### config.mk
export PLATFORM = sky130hd
export DESIGN_NAME = bht_update_gen
export DESIGN_NICKNAME = d
export VERILOG_FILES = /design/src/rtl/bht_update_gen.sv
export SDC_FILE = /design/constraint.sdc
export NUM_CORES = 1
export LEC_CHECK = 0
export CORE_MARGIN = 2
export CORE_UTILIZATION = 45
export DETAILED_ROUTE_END_ITERATION = 8
export PLACE_DENSITY_LB_ADDON = 0.05
export SETUP_SLACK_MARGIN = 0.02
export SYNTH_ARGS = -nofsm -noshare
export SYNTH_HDL_FRONTEND = slang
export SYNTH_SLANG_ARGS = --single-unit
export TNS_END_PERCENT = 100
### constraint.sdc
create_clock -name clk_i -period 7.45 [get_ports clk_i]
set_clock_uncertainty 0.1 [all_clocks]
set_input_delay 0.745 -clock clk_i [delete_from_list [all_inputs] [get_ports clk_i]]
set_output_delay 0.745 -clock clk_i [all_outputs]
set_load 0.005 [all_outputs]
### src/rtl/bht_update_gen.sv
// BHT update producer: tracks in-flight predictions, emits one bht_update_t per resolved branch,
// with speculative/committed global history. Optional perf counters: BHT_UPD_PERF_CNT_EN.

package riscv;
  localparam int unsigned VLEN = 64;
endpackage

package ariane_pkg;
  typedef struct packed {
    logic                   valid;
    logic [riscv::VLEN-1:0] pc;
    logic                   taken;
  } bht_update_t;
endpackage

module bht_update_gen #(
  parameter int unsigned DEPTH    = 8,
  parameter int unsigned GHR_BITS = 10
) (
  input  logic                          clk_i,
  input  logic                          rst_i,
  input  logic                          flush_i,
  input  logic                          debug_mode_i,
  input  logic                          pred_valid_i,
  output logic                          pred_ready_o,
  input  logic [riscv::VLEN-1:0]        pred_pc_i,
  input  logic                          pred_taken_i,
  input  logic                          res_valid_i,
  input  logic                          res_taken_i,
  output ariane_pkg::bht_update_t       bht_update_o,
  output logic                          mispredict_o,
  output logic                          underflow_o,
`ifdef BHT_UPD_PERF_CNT_EN
  output logic [31:0]                   perf_branches_o,
  output logic [31:0]                   perf_mispred_o,
`endif
  output logic [$clog2(DEPTH):0]        count_o,
  output logic [GHR_BITS-1:0]           ghr_spec_o
);

  localparam int unsigned PTR_W = $clog2(DEPTH);
  localparam int unsigned CNT_W = PTR_W + 1;

  logic [riscv::VLEN-1:0] r_pc    [DEPTH];
  logic                   r_taken [DEPTH];
  logic [PTR_W-1:0]       r_head, r_tail;
  logic [CNT_W-1:0]       r_count;
  logic [GHR_BITS-1:0]    r_ghr_spec, r_ghr_commit;

  ariane_pkg::bht_update_t r_upd;
  logic                    r_mis, r_uf;

  logic                    w_full, w_empty;
  logic                    w_push, w_res, w_pop, w_underflow, w_mis;
  logic [GHR_BITS-1:0]     w_ghr_commit_shift;
  logic [PTR_W-1:0]        w_head_nxt, w_tail_nxt;
  logic [CNT_W-1:0]        w_count_nxt;
  logic [GHR_BITS-1:0]     w_ghr_spec_nxt, w_ghr_commit_nxt;
  ariane_pkg::bht_update_t w_upd_nxt;

  // Handshake decode; flush dominates push and resolve, full is the pre-pop value.
  assign w_full      = (r_count == CNT_W'(DEPTH));
  assign w_empty     = (r_count == '0);
  assign w_push      = pred_valid_i && !w_full && !flush_i;
  assign w_res       = res_valid_i && !flush_i;
  assign w_pop       = w_res && !w_empty;
  assign w_underflow = w_res && w_empty;
  assign w_mis       = w_pop && (r_taken[r_head] != res_taken_i);

  assign w_ghr_commit_shift = {r_ghr_commit[GHR_BITS-2:0], res_taken_i};

  // Next-state for pointers, occupancy and history.
  always_comb begin
    w_head_nxt       = r_head;
    w_tail_nxt       = r_tail;
    w_count_nxt      = r_count;
    w_ghr_spec_nxt   = r_ghr_spec;
    w_ghr_commit_nxt = r_ghr_commit;
    w_upd_nxt        = '0;

    if (flush_i) begin
      w_head_nxt     = '0;
      w_tail_nxt     = '0;
      w_count_nxt    = '0;
      w_ghr_spec_nxt = r_ghr_commit;
    end else if (w_mis) begin
      // Wrong path: drop everything younger, rebuild spec history from committed.
      w_head_nxt       = '0;
      w_tail_nxt       = '0;
      w_count_nxt      = '0;
      w_ghr_commit_nxt = w_ghr_commit_shift;
      w_ghr_spec_nxt   = w_ghr_commit_shift;
    end else begin
      if (w_push) begin
        w_tail_nxt     = r_tail + PTR_W'(1);
        w_ghr_spec_nxt = {r_ghr_spec[GHR_BITS-2:0], pred_taken_i};
      end
      if (w_pop) begin
        w_head_nxt       = r_head + PTR_W'(1);
        w_ghr_commit_nxt = w_ghr_commit_shift;
      end
      w_count_nxt = r_count + CNT_W'(w_push) - CNT_W'(w_pop);
    end

    if (w_pop && !debug_mode_i) begin
      w_upd_nxt.valid = 1'b1;
      w_upd_nxt.pc    = r_pc[r_head];
      w_upd_nxt.taken = res_taken_i;
    end
  end

  always_ff @(posedge clk_i or posedge rst_i) begin
    if (rst_i) begin
      r_head       <= '0;
      r_tail       <= '0;
      r_count      <= '0;
      r_ghr_spec   <= '0;
      r_ghr_commit <= '0;
      r_upd        <= '0;
      r_mis        <= 1'b0;
      r_uf         <= 1'b0;
    end else begin
      r_head       <= w_head_nxt;
      r_tail       <= w_tail_nxt;
      r_count      <= w_count_nxt;
      r_ghr_spec   <= w_ghr_spec_nxt;
      r_ghr_commit <= w_ghr_commit_nxt;
      r_upd        <= w_upd_nxt;
      r_mis        <= w_mis;
      r_uf         <= w_underflow;
    end
  end

  // Payload storage needs no reset; occupancy guards every read.
  always_ff @(posedge clk_i) begin
    if (w_push && !w_mis) begin
      r_pc[r_tail]    <= pred_pc_i;
      r_taken[r_tail] <= pred_taken_i;
    end
  end

`ifdef BHT_UPD_PERF_CNT_EN
  logic [31:0] r_perf_branches, r_perf_mispred;

  always_ff @(posedge clk_i or posedge rst_i) begin
    if (rst_i) begin
      r_perf_branches <= '0;
      r_perf_mispred  <= '0;
    end else begin
      if (w_pop) r_perf_branches <= r_perf_branches + 32'd1;
      if (w_mis) r_perf_mispred  <= r_perf_mispred + 32'd1;
    end
  end

  assign perf_branches_o = r_perf_branches;
  assign perf_mispred_o  = r_perf_mispred;
`endif

  assign pred_ready_o = !w_full;
  assign bht_update_o = r_upd;
  assign mispredict_o = r_mis;
  assign underflow_o  = r_uf;
  assign count_o      = r_count;
  assign ghr_spec_o   = r_ghr_spec;

endmodule

==> results.toml, run 1 <==
[floorplan]
die_y_um = 230.3
initial_core_util_pct = 45.74
die_x_um = 230.3
dieArea_um2 = 53030
row_count = 82
core_area_um2 = 50380
top_level_ports = 155

[timing]
fmaxAchievable_mhz = 212.3
final.min_clock_period_ns = 4.711
timing.slew.headroom_pct = 24.12
totalNegativeSetupSlack_ns = 0
slew_violations = 0
min_period_over_period_pct = 63.23
finalHoldViolations = 0
final-setup-viol-count = 0
rsz0062_at_grt = "no"
tightest_slew_ns = 1.138

[drt]
vias_per_cell = 5.283
drt_pass1_iterations = 4
via_count = 10510
dr.first_iter.drc_count = 746
post_drt_wl_per_cell_um = 22.93
route.final.wire_length_mm = 45.63
drt_drc_violations_left = 0
drtAntennaViolNets = 0

[clock_network]
sinks_on_clock_net = 618
cts_buffers = 66
cts.hold.buffers_added = 0
cts_max_level = 3
cts-resized-gates = 0
cts_tree = "done"
clk_pin_slew_ns = 0.06
post_cts.repair.setup_buffers = 0
clock_tree.buffer_depth = 3
clock-root-buffer = "sky130_fd_sc_hd__clkbuf_16"
clock_insertion_delay_worst_skew_ns = 0.58

[pwr]
vdd.ir_drop.worst_mv = 0.1827
power.combinational.fraction_pct = 12.6
leakagePower_uw = 0.009067
power.sequential.fraction_pct = 48.6
switching_power_uw = 1913
p_sw_share_pct = 22.85
power.share.clock_pct = 38.8
cell_internal_pwr_uw = 6459
power.density_cell_area_nw_per_um2 = 303.3

[logic_synthesis]
syn_area_um2 = 23040
syn-num-nets = 1157
primary_ff_master_synth = "sky130_fd_sc_hd__edfxtp_1"
synthesis.area_per_instance_um2 = 21.41
ys_async_sr_fraction_pct = 15.86
synth_largest_area_cell = "sky130_fd_sc_hd__edfxtp_1"
postSynthRegisterBits = 618
synth-seq-area-share_pct = 78.41
synth_cells = 1076
synthMostInstantiatedCell = "sky130_fd_sc_hd__edfxtp_1"
synth.top_cell.area_share_pct = 67.77
synth-edff-count = 520
yosys_warnings = 0
synthDistinctLibCells = 40
ys_top_cells_by_area = "sky130_fd_sc_hd__edfxtp_1 (68%), sky130_fd_sc_hd__mux4_2 (13%), sky130_fd_sc_hd__dfrtp_1 (11%), sky130_fd_sc_hd__mux2i_1 (3.2%), sky130_fd_sc_hd__nor2_1 (1.2%)"
ys_top_cells_by_count = "sky130_fd_sc_hd__edfxtp_1 (520), sky130_fd_sc_hd__mux4_2 (129), sky130_fd_sc_hd__dfrtp_1 (98), sky130_fd_sc_hd__mux2i_1 (74), sky130_fd_sc_hd__nor2_1 (74)"

[min_path]
hold_class = "reg2reg"
hold_start = "r_ghr_commit[9]"
hold_end = "r_ghr_commit[9]"
whs_path_depth = 2

[global_route]
first_global_vias = 11420
number_of_antenna_violations_at_the_first_check_in_global_routing = 4
grt.overflow.total = 0
gr-usage-all-layers_pct = 17.74
wire_length_of_the_first_global_routing_pass_mm = 69.95
grt_start_max_net_pins = 96

[place]
gpl.final_weighted_congestion = 0.7237
placement.cell_area_um2 = 25430
hpwl_mm = 24.82
numPortBuffers = 154

[critical_path]
worst_path_max_delay_cell = "sky130_fd_sc_hd__dfrtp_4"
path_delay_family = "multiplexers"
reg2reg_from = "r_head[0]"
worstSetupPathType = "reg2reg"
critical_path_buf_inv_count = 2
path_cells = "mux2_2 -> mux4_2 -> mux2i_4 -> inv_4 -> nor4_4 -> and3b_4 -> buf_4"
worst-r2r-setup-slack_ns = 2.74
end_kind = "flip-flop"
r2r_end = "r_pc[4][17]"
timing.critical_path.arrival_ns = 4.82
rr_worst_depth = 7
max_fo_critical_path = 41
cp_slowest_stage_delay_ns = 0.95
sort_of_element_at_the_start_of_the_critical_path = "flip-flop"
required_ns = 7.56

[cells_and_area]
nFillCells = 3898
final_nets = 1345
seqCellArea_um2 = 18080
fin_util_pct = 54.79
drive_gt1_share_pct = 19.67
final_cell_area_excluding_filler_cells_um2 = 27600
multi_input_area_um2 = 4772
area_delta_synth_final_pct = 19.80

[status]
result_of_the_run = "complete, no violations"

[flow_run]
timing.max_cap.violations = 0
## worst reg2reg max path: cells and delay by family (launching register included)
family / cells / cell delay (ns)
DFF: 1 / 0.95
buffers and inverters: 2 / 0.79
and+or+nand+nor: 2 / 1.04
muxes: 3 / 1.44
## flip-flops by register name, indices dropped and copies added, names as in the netlist
signal        count
bht_update_o     66
ghr_spec_o       10
count_o           4
underflow_o       1
r_head            3
r_pc            512
r_ghr_commit     10
r_tail            3
r_taken           8
mispredict_o      1
## how the worst max path moves through the flow
stage	from	endpoint	slack (ns)	cells after the start
floorplan	r_head[0]	r_pc[5][0]	0.02	6
global placement	flush_i	r_pc[2][1]	2.56	8
detailed placement	flush_i	r_pc[2][20]	2.53	8
CTS	r_head[0]	r_pc[2][23]	2.57	7
global route	r_head[0]	r_pc[2][21]	2.41	7
finish	r_head[0]	r_pc[4][17]	2.74	7
## metal layers
layer / wire length, µm / part of all wire (%) / GRT usage [%] / vias up
met5: 31 / 0.068 / 0 / -
met3: 2243 / 4.9 / 3.782 / 73
met4: 850 / 1.9 / 5.544 / 6
met2: 22530 / 49 / 29.09 / 222
li1: - / - / - / 4689
met1: 19970 / 44 / 23.94 / 5523
## placed cells by master, fill, tap and decap left out, types with 8 or more instances in the layout
cell type                         count
sky130_fd_sc_hd__a211oi_1             9
sky130_fd_sc_hd__buf_4               17
sky130_fd_sc_hd__clkbuf_1            19
sky130_fd_sc_hd__clkbuf_16           71
sky130_fd_sc_hd__clkdlybuf4s50_1    154
sky130_fd_sc_hd__clkinv_1            10
sky130_fd_sc_hd__clkinv_2             8
sky130_fd_sc_hd__dfrtp_1             95
sky130_fd_sc_hd__edfxtp_1           520
sky130_fd_sc_hd__ha_1                 8
sky130_fd_sc_hd__inv_1               11
sky130_fd_sc_hd__mux2i_1             74
sky130_fd_sc_hd__mux4_2             129
sky130_fd_sc_hd__nand2_1             33
sky130_fd_sc_hd__nor2_1              73
sky130_fd_sc_hd__nor2b_1             10
sky130_fd_sc_hd__nor3_1              11
## cell families (layout without fill, tap and decap cells)
logic type,count (synthesis),after routing,share of synthesized area [%]
flops,618,618,78.41
simple gates,148,148,2.949
compound gates,23,23,0.6951
fa+ha+maj,9,9,0.5213
other cells,0,1,0
mux,208,208,16.12
buf+inv,65,306,1.113
xor+xnor,5,5,0.1901
## power groups by stage
stage / clock, µW / sequential [µW] / combinational (µW)
finish: 3250 / 4070 / 1050
global route: 3490 / 4100 / 1160
CTS: 3350 / 4080 / 1080
detailed placement: 0 / 4150 / 1080
global placement: 0 / 4150 / 1080
floorplan: 0 / 4090 / 724
## per-stage QoR
step                      setup WS (ns)  power, µW  hold WS (ns)  cells
after global placement            2.556       5222        0.3653   1868
after CTS                         2.566       8511        0.3823   1989
after detailed placement          2.533       5229        0.3680   1868
after global routing              2.410       8747        0.4191   1990
after floorplan                 0.01595       4815        0.3465   1076
final                             2.739       8371        0.3765   1990
## cell type report
| class | instances | share of cell area, % |
|---|---|---|
| inverter | 13 | 0.1949 |
| clock buffer | 94 | 6.895 |
| antenna | 1 | 0.009066 |
| sequential | 618 | 65.50 |
| clock inverter | 27 | 0.9519 |
| timing repair buffer | 172 | 6.119 |
| multi-input combinational | 393 | 17.29 |
| tap | 672 | 3.046 |
No activity file was read; power rests on OpenSTA's default activity.
==> run 2, diff against run 1 <==
clock period = 4.6 ns   (was 7.45 ns; I/O delays follow)
==> run 2 against run 1 <==
  * Highest routed layer unchanged
  * Count of clock-buffer cells in the layout rose by 7
  * Global-route usage rose by 0.17 points
  * Combinational power rose by 71%
  * Wire length rose by 0.78%
  * Critical path type unchanged
==> results.toml, run 2 (same netlist as run 1, synthesis figures left out) <==
[critical_path]
timing.critical_path.arrival_ns = 3.95
required_ns = 4.77
end_kind = "flip-flop"
cp_slowest_stage_delay_ns = 0.69
path_cells = "mux2_1 -> mux4_2 -> mux2i_4 -> nand4b_1 -> nor3_4 -> buf_12"
max_fo_critical_path = 19
r2r_end = "r_pc[1][39]"
rr_worst_depth = 6
worst_path_max_delay_cell = "sky130_fd_sc_hd__nor3_4"
reg2reg_from = "r_head[0]"
worstSetupPathType = "reg2reg"
worst-r2r-setup-slack_ns = 0.82
sort_of_element_at_the_start_of_the_critical_path = "flip-flop"

[timing]
tightest_slew_ns = 1.063
min_period_over_period_pct = 82.16
worst_path_setup_slack_after_routing_ns = 0.8208
totalNegativeSetupSlack_ns = 0
slew_violations = 0
rsz0062_at_grt = "no"
finalHoldViolations = 0
final-setup-viol-count = 0
final.min_clock_period_ns = 3.779
timing.slew.headroom_pct = 29.12
fmaxAchievable_mhz = 264.6

[clock_network]
post_cts.repair.setup_buffers = 0
sinks_on_clock_net = 618
clock_tree.buffer_depth = 3
clock-root-buffer = "sky130_fd_sc_hd__clkbuf_16"
clock_insertion_delay_worst_skew_ns = 0.58
cts-resized-gates = 0
cts.hold.buffers_added = 0
cts_max_level = 3
cts_tree = "done"
cts_buffers = 67
clk_pin_slew_ns = 0.06

[global_route]
grt_start_max_net_pins = 71
gr-usage-all-layers_pct = 17.91
grt.overflow.total = 0
first_global_vias = 11500
number_of_antenna_violations_at_the_first_check_in_global_routing = 1
wire_length_of_the_first_global_routing_pass_mm = 70.73

[cells_and_area]
most-common-layout-cells = "sky130_fd_sc_hd__edfxtp_1 (520), sky130_fd_sc_hd__clkdlybuf4s50_1 (154), sky130_fd_sc_hd__mux4_2 (129), sky130_fd_sc_hd__dfrtp_1 (95), sky130_fd_sc_hd__mux2i_1 (74)"
most_frequent_standard_cell_in_the_layout_excluding_fill_and_tap_cells = "sky130_fd_sc_hd__edfxtp_1"
largest_reg_flops = 512
register_with_the_most_flip_flops = "r_pc"
insertedDiodeCount = 0
nFillCells = 3848
drive_gt1_share_pct = 20.89
area_delta_synth_final_pct = 20.81
final_nets = 1357

[drt]
dr.first_iter.drc_count = 654
via_count = 10620
route.final.wire_length_mm = 45.99
drt_drc_violations_left = 0
drtAntennaViolNets = 0
post_drt_wl_per_cell_um = 23.02
vias_per_cell = 5.313
drt_pass1_iterations = 4

[pwr]
power.density_cell_area_nw_per_um2 = 484.9
total_power_uw = 13500
vdd.ir_drop.worst_mv = 0.2659
leakagePower_uw = 0.009154

[floorplan]
core_area_um2 = 50380
row_count = 82
die_x_um = 230.3
initial_core_util_pct = 45.74
top_level_ports = 155
dieArea_um2 = 53030
die_y_um = 230.3

[place]
gpl.final_weighted_congestion = 0.7578
hpwl_mm = 25.12
dp_worst_setup_slack_ns = 0.8232
numPortBuffers = 154

[status]
result_of_the_run = "complete, no violations"

[min_path]
hold_class = "in2async"

[flow_run]
timing.max_cap.violations = 0
-- run 2: cell types whose count changed in the layout (fill, tap and decap cells not counted), sizes merged --
cell,previous run,this run
buf,18,29
clkbuf,94,101
clkinv,18,14
bufinv,5,1
inv,15,14
diode,1,0
-- run 2: cell type report --
class                      instances  area [µm²]  area share (%)
timing repair buffer             183        1934           6.949
inverter                          13       53.80          0.1933
sequential                       618       18080           64.95
clock inverter                    18       127.6          0.4585
clock buffer                     101        2019           7.255
multi-input combinational        393        4781           17.18
tap                              672       840.8           3.021
-- run 2: power by group --
part           internal, µW  switching [µW]
Clock                  3090            2080
Combinational           935             863
Sequential             6380             147
-- run 2: metrics by stage --
| step | hold slack, ns | instances | instance area, µm² | utilization, % |
|---|---|---|---|---|
| 3_3_place_gp | 0.3585 | 1879 | 25690 | 50.99 |
| 2_1_floorplan | 0.3465 | 1076 | 23070 | - |
| 4_1_cts | 0.3479 | 1998 | 27840 | 55.26 |
| 5_1_grt | 0.4172 | 1998 | 27840 | 55.26 |
| 6_report | 0.3402 | 1998 | 27840 | 55.26 |
| 3_5_place_dp | 0.3689 | 1879 | 25690 | 50.99 |
-- run 2: how the worst max path moves through the flow --
stage	cells after the start	endpoint	start	slack (ns)
3_5_place_dp	6	r_pc[1][38]	r_head[0]	0.82
5_1_grt	6	r_pc[1][35]	r_head[0]	0.67
3_3_place_gp	6	r_pc[1][34]	r_head[0]	0.86
4_1_cts	6	r_pc[1][35]	r_head[0]	0.80
2_1_floorplan	6	r_pc[3][0]	r_head[0]	-0.63
6_report	6	r_pc[1][39]	r_head[0]	0.82
-- run 2: metal layers --
layer / track usage [%] / wire [µm] / part of all wire, % / vias to the layer above
met1: 24.68 / 20600 / 45 / 5633
li1: - / - / - / 4719
met5: 0 / 11 / 0.024 / -
met3: 3.299 / 1928 / 4.2 / 58
met4: 5.504 / 777 / 1.7 / 2
met2: 29.25 / 22670 / 49 / 203
-- run 2: worst max-delay path: cells and delay by family (launching register included) --
kind	cells	cell delay, ns
DFF	1	0.53
buffers and inverters	1	0.27
and+or+nand+nor	2	1.19
muxes	3	1.37
==> run 3, diff against run 2 <==
clock period = 3.03 ns   (was 4.6 ns; I/O delays follow)
==> run 3 against run 2 <==
  * Worst setup slack lost 0.80 ns
  * Hold slack lost 0.25 ns
  * Core utilization grew 1.8 points
  * Via count grew 2.7%
  * Critical endpoint is now r_pc[2][37]
==> results.toml, run 3 (same netlist as run 1, synthesis figures left out) <==
[status]
result_of_the_run = "complete, no violations"

[timing]
fmaxAchievable_mhz = 332.1
rsz0062_at_grt = "yes"
final.min_clock_period_ns = 3.011
min_period_over_period_pct = 99.37
slew_violations = 0
timing.slew.headroom_pct = 30.23
tightest_slew_ns = 1.047
worst_hold_slack_ns = 0.08525
finalHoldViolations = 0
final-setup-viol-count = 0

[cells_and_area]
final_cell_area_excluding_filler_cells_um2 = 28740
most-common-layout-cells = "sky130_fd_sc_hd__edfxtp_1 (520), sky130_fd_sc_hd__clkdlybuf4s50_1 (154), sky130_fd_sc_hd__mux4_2 (129), sky130_fd_sc_hd__dfrtp_1 (95), sky130_fd_sc_hd__clkbuf_16 (78)"
area_delta_synth_final_pct = 24.74
final_nets = 1410
register_with_the_most_flip_flops = "r_pc"
largest_reg_flops = 512
nFillCells = 3774
insertedDiodeCount = 0
most_frequent_standard_cell_in_the_layout_excluding_fill_and_tap_cells = "sky130_fd_sc_hd__edfxtp_1"
fin_util_pct = 57.05
drive_gt1_share_pct = 24.22

[floorplan]
initial_core_util_pct = 45.74
core_area_um2 = 50380
dieArea_um2 = 53030
die_x_um = 230.3
top_level_ports = 155
die_y_um = 230.3
row_count = 82

[clock_network]
cts_buffers = 68
clk_pin_slew_ns = 0.06
cts.hold.buffers_added = 0
cts_tree = "done"
cts_max_level = 3
clock-root-buffer = "sky130_fd_sc_hd__clkbuf_16"
clock_tree.buffer_depth = 3
clock_insertion_delay_worst_skew_ns = 0.59
sinks_on_clock_net = 618

[drt]
via_count = 10900
route.final.wire_length_mm = 48.50
dr.first_iter.drc_count = 777
vias_per_cell = 5.306
post_drt_wl_per_cell_um = 23.60
drtAntennaViolNets = 0
drt_pass1_iterations = 4
drt_drc_violations_left = 0

[critical_path]
sort_of_element_at_the_start_of_the_critical_path = "flip-flop"
required_ns = 3.19
end_kind = "flip-flop"
max_fo_critical_path = 31
timing.critical_path.arrival_ns = 3.18
worstSetupPathType = "reg2reg"

[pwr]
vdd.ir_drop.worst_mv = 0.6163
power.density_cell_area_nw_per_um2 = 731.1
switching_power_uw = 4777
power.share.clock_pct = 39.1
leakagePower_uw = 0.009611
p_sw_share_pct = 22.74
cell_internal_pwr_uw = 16230
power.sequential.fraction_pct = 47.2
power.combinational.fraction_pct = 13.7

[global_route]
grt.overflow.total = 0
wire_length_of_the_first_global_routing_pass_mm = 72.44
first_global_vias = 11490
number_of_antenna_violations_at_the_first_check_in_global_routing = 2
gr-usage-all-layers_pct = 18.51
grt_start_max_net_pins = 131

[flow_run]
timing.max_cap.violations = 0

[min_path]
hold_class = "in2async"

[place]
hpwl_mm = 26.38
numPortBuffers = 154
placement.cell_area_um2 = 26030
gpl.final_weighted_congestion = 0.7243
run 3: per-layer routing:
| layer | vias up | GRT usage, % | routed length (µm) |
|---|---|---|---|
| met5 | - | 0 | 27 |
| met4 | 4 | 5.282 | 785 |
| li1 | 4834 | - | - |
| met1 | 5789 | 26.13 | 21810 |
| met2 | 219 | 29.80 | 23970 |
| met3 | 58 | 3.361 | 1913 |
run 3: power groups by stage:
| stage | Combinational [µW] | Sequential, µW | Clock [µW] |
|---|---|---|---|
| detailed placement | 2860 | 10100 | 0 |
| CTS | 2880 | 9930 | 8430 |
| finish | 2880 | 9920 | 8220 |
| floorplan | 1800 | 10000 | 0 |
| global placement | 2830 | 10100 | 0 |
| global route | 3160 | 9970 | 8770 |
run 3: final cells by class:
cell class                 count  area [µm²]  area share (%)
sequential                   618       18080           62.90
multi-input combinational    393        4788           16.66
timing repair buffer         235        2720           9.464
clock buffer                  95        1946           6.769
tap                          672       840.8           2.925
clock inverter                29       314.1           1.093
inverter                      13       53.80          0.1872
run 3: worst paths after layout:
| kind | slack (ns) | depth (start not counted) | to | startpoint |
|---|---|---|---|---|
| max in group asynchronous | 1.98 | 3 | bht_update_o[25] | rst_i |
| hold / removal | 0.09 | 2 | bht_update_o[6] | rst_i |
| min in group clk_i | 0.25 | 3 | underflow_o | res_valid_i |
| setup / recovery | 0.02 | 8 | r_pc[2][37] | r_head[0] |
| hold reg to reg | 0.38 | 2 | r_ghr_commit[9] | r_ghr_commit[9] |
| setup reg to reg | 0.02 | 8 | r_pc[2][37] | r_head[0] |
run 3: through the flow:
stage | TNS [ns] | power, µW | setup slack, ns | cells
finish | 0 | 21010 | 0.01915 | 2055
detailed placement | -1.563 | 12950 | -0.03177 | 1903
CTS | -0.02879 | 21230 | -0.006283 | 2034
global placement | -0.1150 | 12920 | -0.008827 | 1903
floorplan | -493.94 | 11840 | -1.408 | 1076
global route | -3.169 | 21900 | -0.07477 | 2055
run 3: timing repair:
action / in CTS / in global routing
resized for setup: 2 / 16
setup endpoints to repair: 112 / 276
gates cloned: 1 / 10
pin swaps: 0 / 1
buffers inserted: 6 / 12
run 3: worst max-delay path, cell delays in order, from the launching register on:
cell	delay [ns]
sky130_fd_sc_hd__dfrtp_4	0.52
sky130_fd_sc_hd__mux2_4	0.30
sky130_fd_sc_hd__mux4_2	0.52
sky130_fd_sc_hd__mux2i_4	0.24
sky130_fd_sc_hd__inv_4	0.05
sky130_fd_sc_hd__nor4_4	0.25
sky130_fd_sc_hd__buf_4	0.18
sky130_fd_sc_hd__and3b_4	0.24
sky130_fd_sc_hd__buf_12	0.23
==> edit 1, RTL diff (flow settings as in run 1) <==
`DEPTH`: 8 -> 16.
--- a/src/rtl/bht_update_gen.sv
+++ b/src/rtl/bht_update_gen.sv
@@ -16,3 +16,3 @@
 module bht_update_gen #(
-  parameter int unsigned DEPTH    = 8,
+  parameter int unsigned DEPTH    = 16,
   parameter int unsigned GHR_BITS = 10
Ports: changed (resized count_o); port bits go from 155 to 156. The function was not compared with the original's and may differ.
==> edit 1 against run 1 <==
  * Design area rose by 82%
  * Wire length rose by 120%
  * Power rose by 77%
  * First-iteration DRC count rose to 2.6 times the old value
  * Sequential cell count rose by 523
  * Worst setup slack got worse by 330 ps
  * Synthesized area rose by 88%
  * Die area rose by 86%
  * Critical endpoint is now r_pc[10][12]
  * Largest power group unchanged
==> edit 1: results (changes against run 1) <==
| Metric | Value |
|---|---|
| Status | finished, final reports clean |
| XOR/XNOR Fraction of Synth Area | 0.1620% (-0.028 points) |
| Fraction of registers with async set/reset | 8.852% (-7.0 points) |
| Initial DRC count | 1,933 (+160%) |
| Min-Delay Path Class | in2async |
| Layout Nets | 2,494 (+85%) |
| Fin cells | 3,778 (+90%) |
| Dpl cells | 3,556 (+90%) |
| Placed wire-length estimate | 53,850 um (+120%) |
| Vias in the first global route | 22,640 (+98%) |
| Multiplexer area fraction after synthesis | 13.12% (-3.0 points) |
| Sequential share of the synthesized area | 78.04% (-0.37 points) |
| Area after DPL | 46,310 sq um (+82%) |
| Latest clock arrival within the worst-skew pair | 680 ps (+100 ps) |
| Drt pass-1 iters | 5 (+1) |
| Cells after Synth | 2,219 (+110%) |
| Lkg Pwr | 15.80 nW (+74%) |
| Total number of vias | 21,530 (+100%) |
| Worst-path fanout max | 49 (+20%) |
| CTS Buffer Depth | 3 (unchanged) |
| First-pass GRT wire length | 149,200 um (+110%) |
| Post-synthesis compound-gate area fraction | 5.129% (+4.4 points) |
| CTS buffer count | 117 (+77%) |
| N_diodes | 0 (-1) |
| Net Count, Synth | 2,303 (+99%) |
| Max_slew headroom | 23.40% (-0.73 points) |
| Worst Path Arrival | 5270 ps (+450 ps) |
| Filler cell count | 7,527 (+93%) |
| GRT Total Usage | 20.54% (+2.8 points) |
| Critical path class | reg2reg |
| Initial antenna violation count | 3 (-1) |
| Synth top area cells | edfxtp_1 72%, mux4_2 6.9%, dfrtp_1 5.8% |
| Utilization after layout | 52.67% (-2.1 points) |
| Top post-synthesis cells by count | 1,040 x edfxtp_1, 194 x mux2i_1, 141 x a21oi_1 |
| Gpl congestion | 0.7618 (+5.3%) |
| Final WL | 100,300 um (+120%) |
| Peak supply drop | 0.1869 mV (+2.3%) |
| Max reg flops | 1,024 (+100%) |
| Root Buffer Master | clkbuf_16 |
| Synth cell types | 46 (+15%) |
| Synth Area in Adders | 0.3645% (-0.16 points) |
| Share of cells above drive strength 1 | 17.39% (-2.3 points) |
| Post-synth EDFFs | 1,040 (+100%) |
| Pin count of the biggest net entering global routing | 72 (-25%) |
| IO buf count | 155 (+0.65%) |
| Setup WS pre-CTS | 2330 ps (-203.1 ps) |
-- edit 1: cell count changes after synthesis, moves of 10 or more --
cell	run 1	this run
edfxtp_1	520	1040
a21oi_1	5	141
mux2i_1	74	194
o22ai_1	0	73
o21ai_0	2	71
mux2_2	1	66
o221ai_1	0	64
nor2_1	74	15
nor3_1	12	64
clkbuf_1	29	75
buf_2	2	17
buf_1	20	31
nor2b_1	11	1
-- edit 1: routing by layer --
layer  share of wire [%]  vias to the layer above  wire length, um  track usage (%)
li1                    -                     9482                -                -
met1                  44                    11390            44410            28.50
met2                  49                      513            49640            34.39
met3                 4.3                      143             4276            3.162
met4                 2.0                        0             2022            4.839
met5                   0                        -                0                0
-- edit 1: path summary, 6_finish.rpt --
kind	endpoint	slack, ps	cells after the start
max in group asynchronous	r_head[1]	5470	3
setup / recovery	r_pc[10][12]	2410	7
hold reg to reg	r_ghr_commit[9]	400	2
hold / removal	bht_update_o[65]	380	2
setup reg to reg	r_pc[10][12]	2410	7
min in group clk_i	r_ghr_commit[9]	400	2
-- edit 1: worst max-delay path, stage by stage, from the launching register on --
cell and delay (ps):
dfrtp_4 1040, mux4_2 600, mux2_2 320, mux2_4 320
or3_4 580, nor4_2 360, and2_4 750, buf_4 530
-- edit 1: area by class of cell --
| class | count | area share [%] |
|---|---|---|
| clock buffer | 155 | 6.377 |
| clock inverter | 67 | 1.206 |
| inverter | 19 | 0.1548 |
| multi-input combinational | 934 | 18.00 |
| sequential | 1141 | 67.38 |
| tap | 1265 | 3.158 |
| timing repair buffer | 197 | 3.725 |
-- edit 1: where the power goes --
| part | switching [mW] | internal (mW) |
|---|---|---|
| sequential | 0.143 | 7.18 |
| combinational | 0.901 | 0.848 |
| clock | 2.35 | 3.38 |
==> edit 2, RTL diff (settings of run 1) <==
Without the edit above. Put one more register stage on the output `underflow_o`, with the module's reset. The value now appears one clock later. The other outputs are not delayed to match.
--- a/src/rtl/bht_update_gen.sv
+++ b/src/rtl/bht_update_gen.sv
@@ -161,3 +161,9 @@
   assign mispredict_o = r_mis;
-  assign underflow_o  = r_uf;
+  always_ff @(posedge clk_i or posedge rst_i) begin
+    if (rst_i) begin
+      underflow_o <= '0;
+    end else begin
+      underflow_o <= r_uf;
+    end
+  end
   assign count_o      = r_count;
Function: changed (a bounded check fails within 4 cycles, from zero or initial values and one cycle with rst_i high).
==> edit 2 against run 1 <==
  * Via count increased by 0.61%
  * Synthesized area rose by 0.12%
  * Sequential cell count is 1 higher
  * Power rose by 0.30%
  * Worst setup slack better by 190 ps
  * Cell count barely moved
  * Wire length grew 0.86%
  * Hold slack got worse by 130 ps
  * Design area about the same
  * Critical endpoint is now r_pc[4][58]
==> edit 2: results (changes against run 1) <==
| Metric | Value |
|---|---|
| Status | finished, final reports clean |
| Latest clock arrival within the worst-skew pair | 580 ps (about the same) |
| Min-Delay Path Class | reg2reg |
| Worst r2r dst | r_pc[4][58] |
| Synth warn | 0 (unchanged) |
| Top post-synthesis cells by count | 520 x edfxtp_1, 129 x mux4_2, 99 x dfrtp_1 |
| CTS buffer count | 66 (unchanged) |
| Net Count, Synth | 1,160 (+0.26%) |
| Slowest stage delay, CP | 900 ps (-50 ps) |
| Placed wire-length estimate | 24,600 um (-0.86%) |
| Max stage delay cell, worst path | and3b_4 |
| Synth cell types | 39 (-2.5%) |
| Initial DRC count | 686 (-8.0%) |
| Peak supply drop | 0.1625 mV (-11%) |
| Share of cells above drive strength 1 | 19.82% (+0.15 points) |
| Worst Min Path Start | r_uf |
| Synth top area cells | edfxtp_1 68%, mux4_2 13%, dfrtp_1 11% |
| Reg2Reg Depth | 7 (unchanged) |
| Element type at the critical path end | flip-flop |
| Lkg Pwr | 9.094 nW (+0.30%) |
| Worst Path Arrival | 4660 ps (-160 ps) |
| Drt pass-1 iters | 5 (+1) |
| Top reg by flops | r_pc |
| Fraction of registers with async set/reset | 15.99% (+0.14 points) |
| Clock Pin Slew Worst Setup and Hold Paths | 60 ps (about the same) |
| Max reg flops | 512 (unchanged) |
| Postcts setup bufs | 0 (unchanged) |
| Total number of vias | 10,580 (+0.61%) |
| IO buf count | 154 (unchanged) |
| Worst-path fanout max | 47 (+15%) |
| Root Buffer Master | clkbuf_16 |
| First-pass GRT wire length | 70,240 um (+0.40%) |
| Crit path from | r_head[0] |
| Gpl congestion | 0.7148 (-1.2%) |
| Max_slew headroom | 23.96% (-0.16 points) |
| N_diodes | 0 (-1) |
| WHS Path Cells | 0 (-2) |
| Pin count of the biggest net entering global routing | 66 (-31%) |
| GRT Total Usage | 17.75% (about the same) |
| Worst R2R Setup Slack | 2930 ps (+190 ps) |
| Post-cts resize count | 0 (unchanged) |
| Layout Nets | 1,346 (+0.074%) |
| Sequential share of the synthesized area | 78.42% (about the same) |
| CTS Buffer Depth | 3 (unchanged) |
| Final WL | 46,020 um (+0.86%) |
| CTS H-tree lvls | 3 (unchanged) |
| Filler cell count | 3,877 (-0.54%) |
| Post-synth EDFFs | 520 (unchanged) |
| Initial antenna violation count | 3 (-1) |
| Hold endpoint | underflow_o |
edit 2: routing by layer:
metal  wire length, um  track usage (%)  vias up
met1             20590            24.50     5604
met2             22630            29.06      225
met4               737            5.161        6
met5                37                0        -
li1                  -                -     4682
met3              2025            3.323       60
edit 2: area by class of cell:
| class | instances | share of cell area (%) |
|---|---|---|
| timing repair buffer | 171 | 6.043 |
| clock buffer | 98 | 7.053 |
| inverter | 12 | 0.1812 |
| sequential | 619 | 65.54 |
| multi-input combinational | 395 | 17.28 |
| tap | 672 | 3.044 |
| clock inverter | 22 | 0.8607 |
edit 2: cell families after synthesis:
logic type	share of synthesized area [%]
buffers and inverters	1.112
xor gates and xnor gates	0.2278
DFF	78.43
adders and majority gates	0.5207
and+or+nand+nor	3.016
muxes	16.05
AOI/OAI and AO/OA	0.6454
edit 2: stage by stage:
stage          instance area, sq um  hold slack [ps]  setup slack, ps  cells
4_1_cts                       27620            250.2             2787   1989
5_1_grt                       27620            276.1             2617   1989
2_1_floorplan                 23070            231.2            15.95   1079
3_3_place_gp                  25440            235.8             2561   1869
3_5_place_dp                  25440            239.4             2492   1869
6_report                      27620            250.4             2934   1989
edit 2: where the power goes:
| part | total, mW | switching [mW] | internal [mW] |
|---|---|---|---|
| Clock | 3.26 | 1.28 | 1.98 |
| Combinational | 1.07 | 0.512 | 0.555 |
| Sequential | 4.07 | 0.116 | 3.95 |
| Total | 8.40 | 1.91 | 6.49 |
edit 2: critical path: cells and delay by family, from the launching register on:
family | cells | cell delay [ps]
buffers and inverters | 2 | 630
flip-flops | 1 | 780
multiplexers | 3 | 1370
AND/OR/NAND/NOR | 2 | 1250
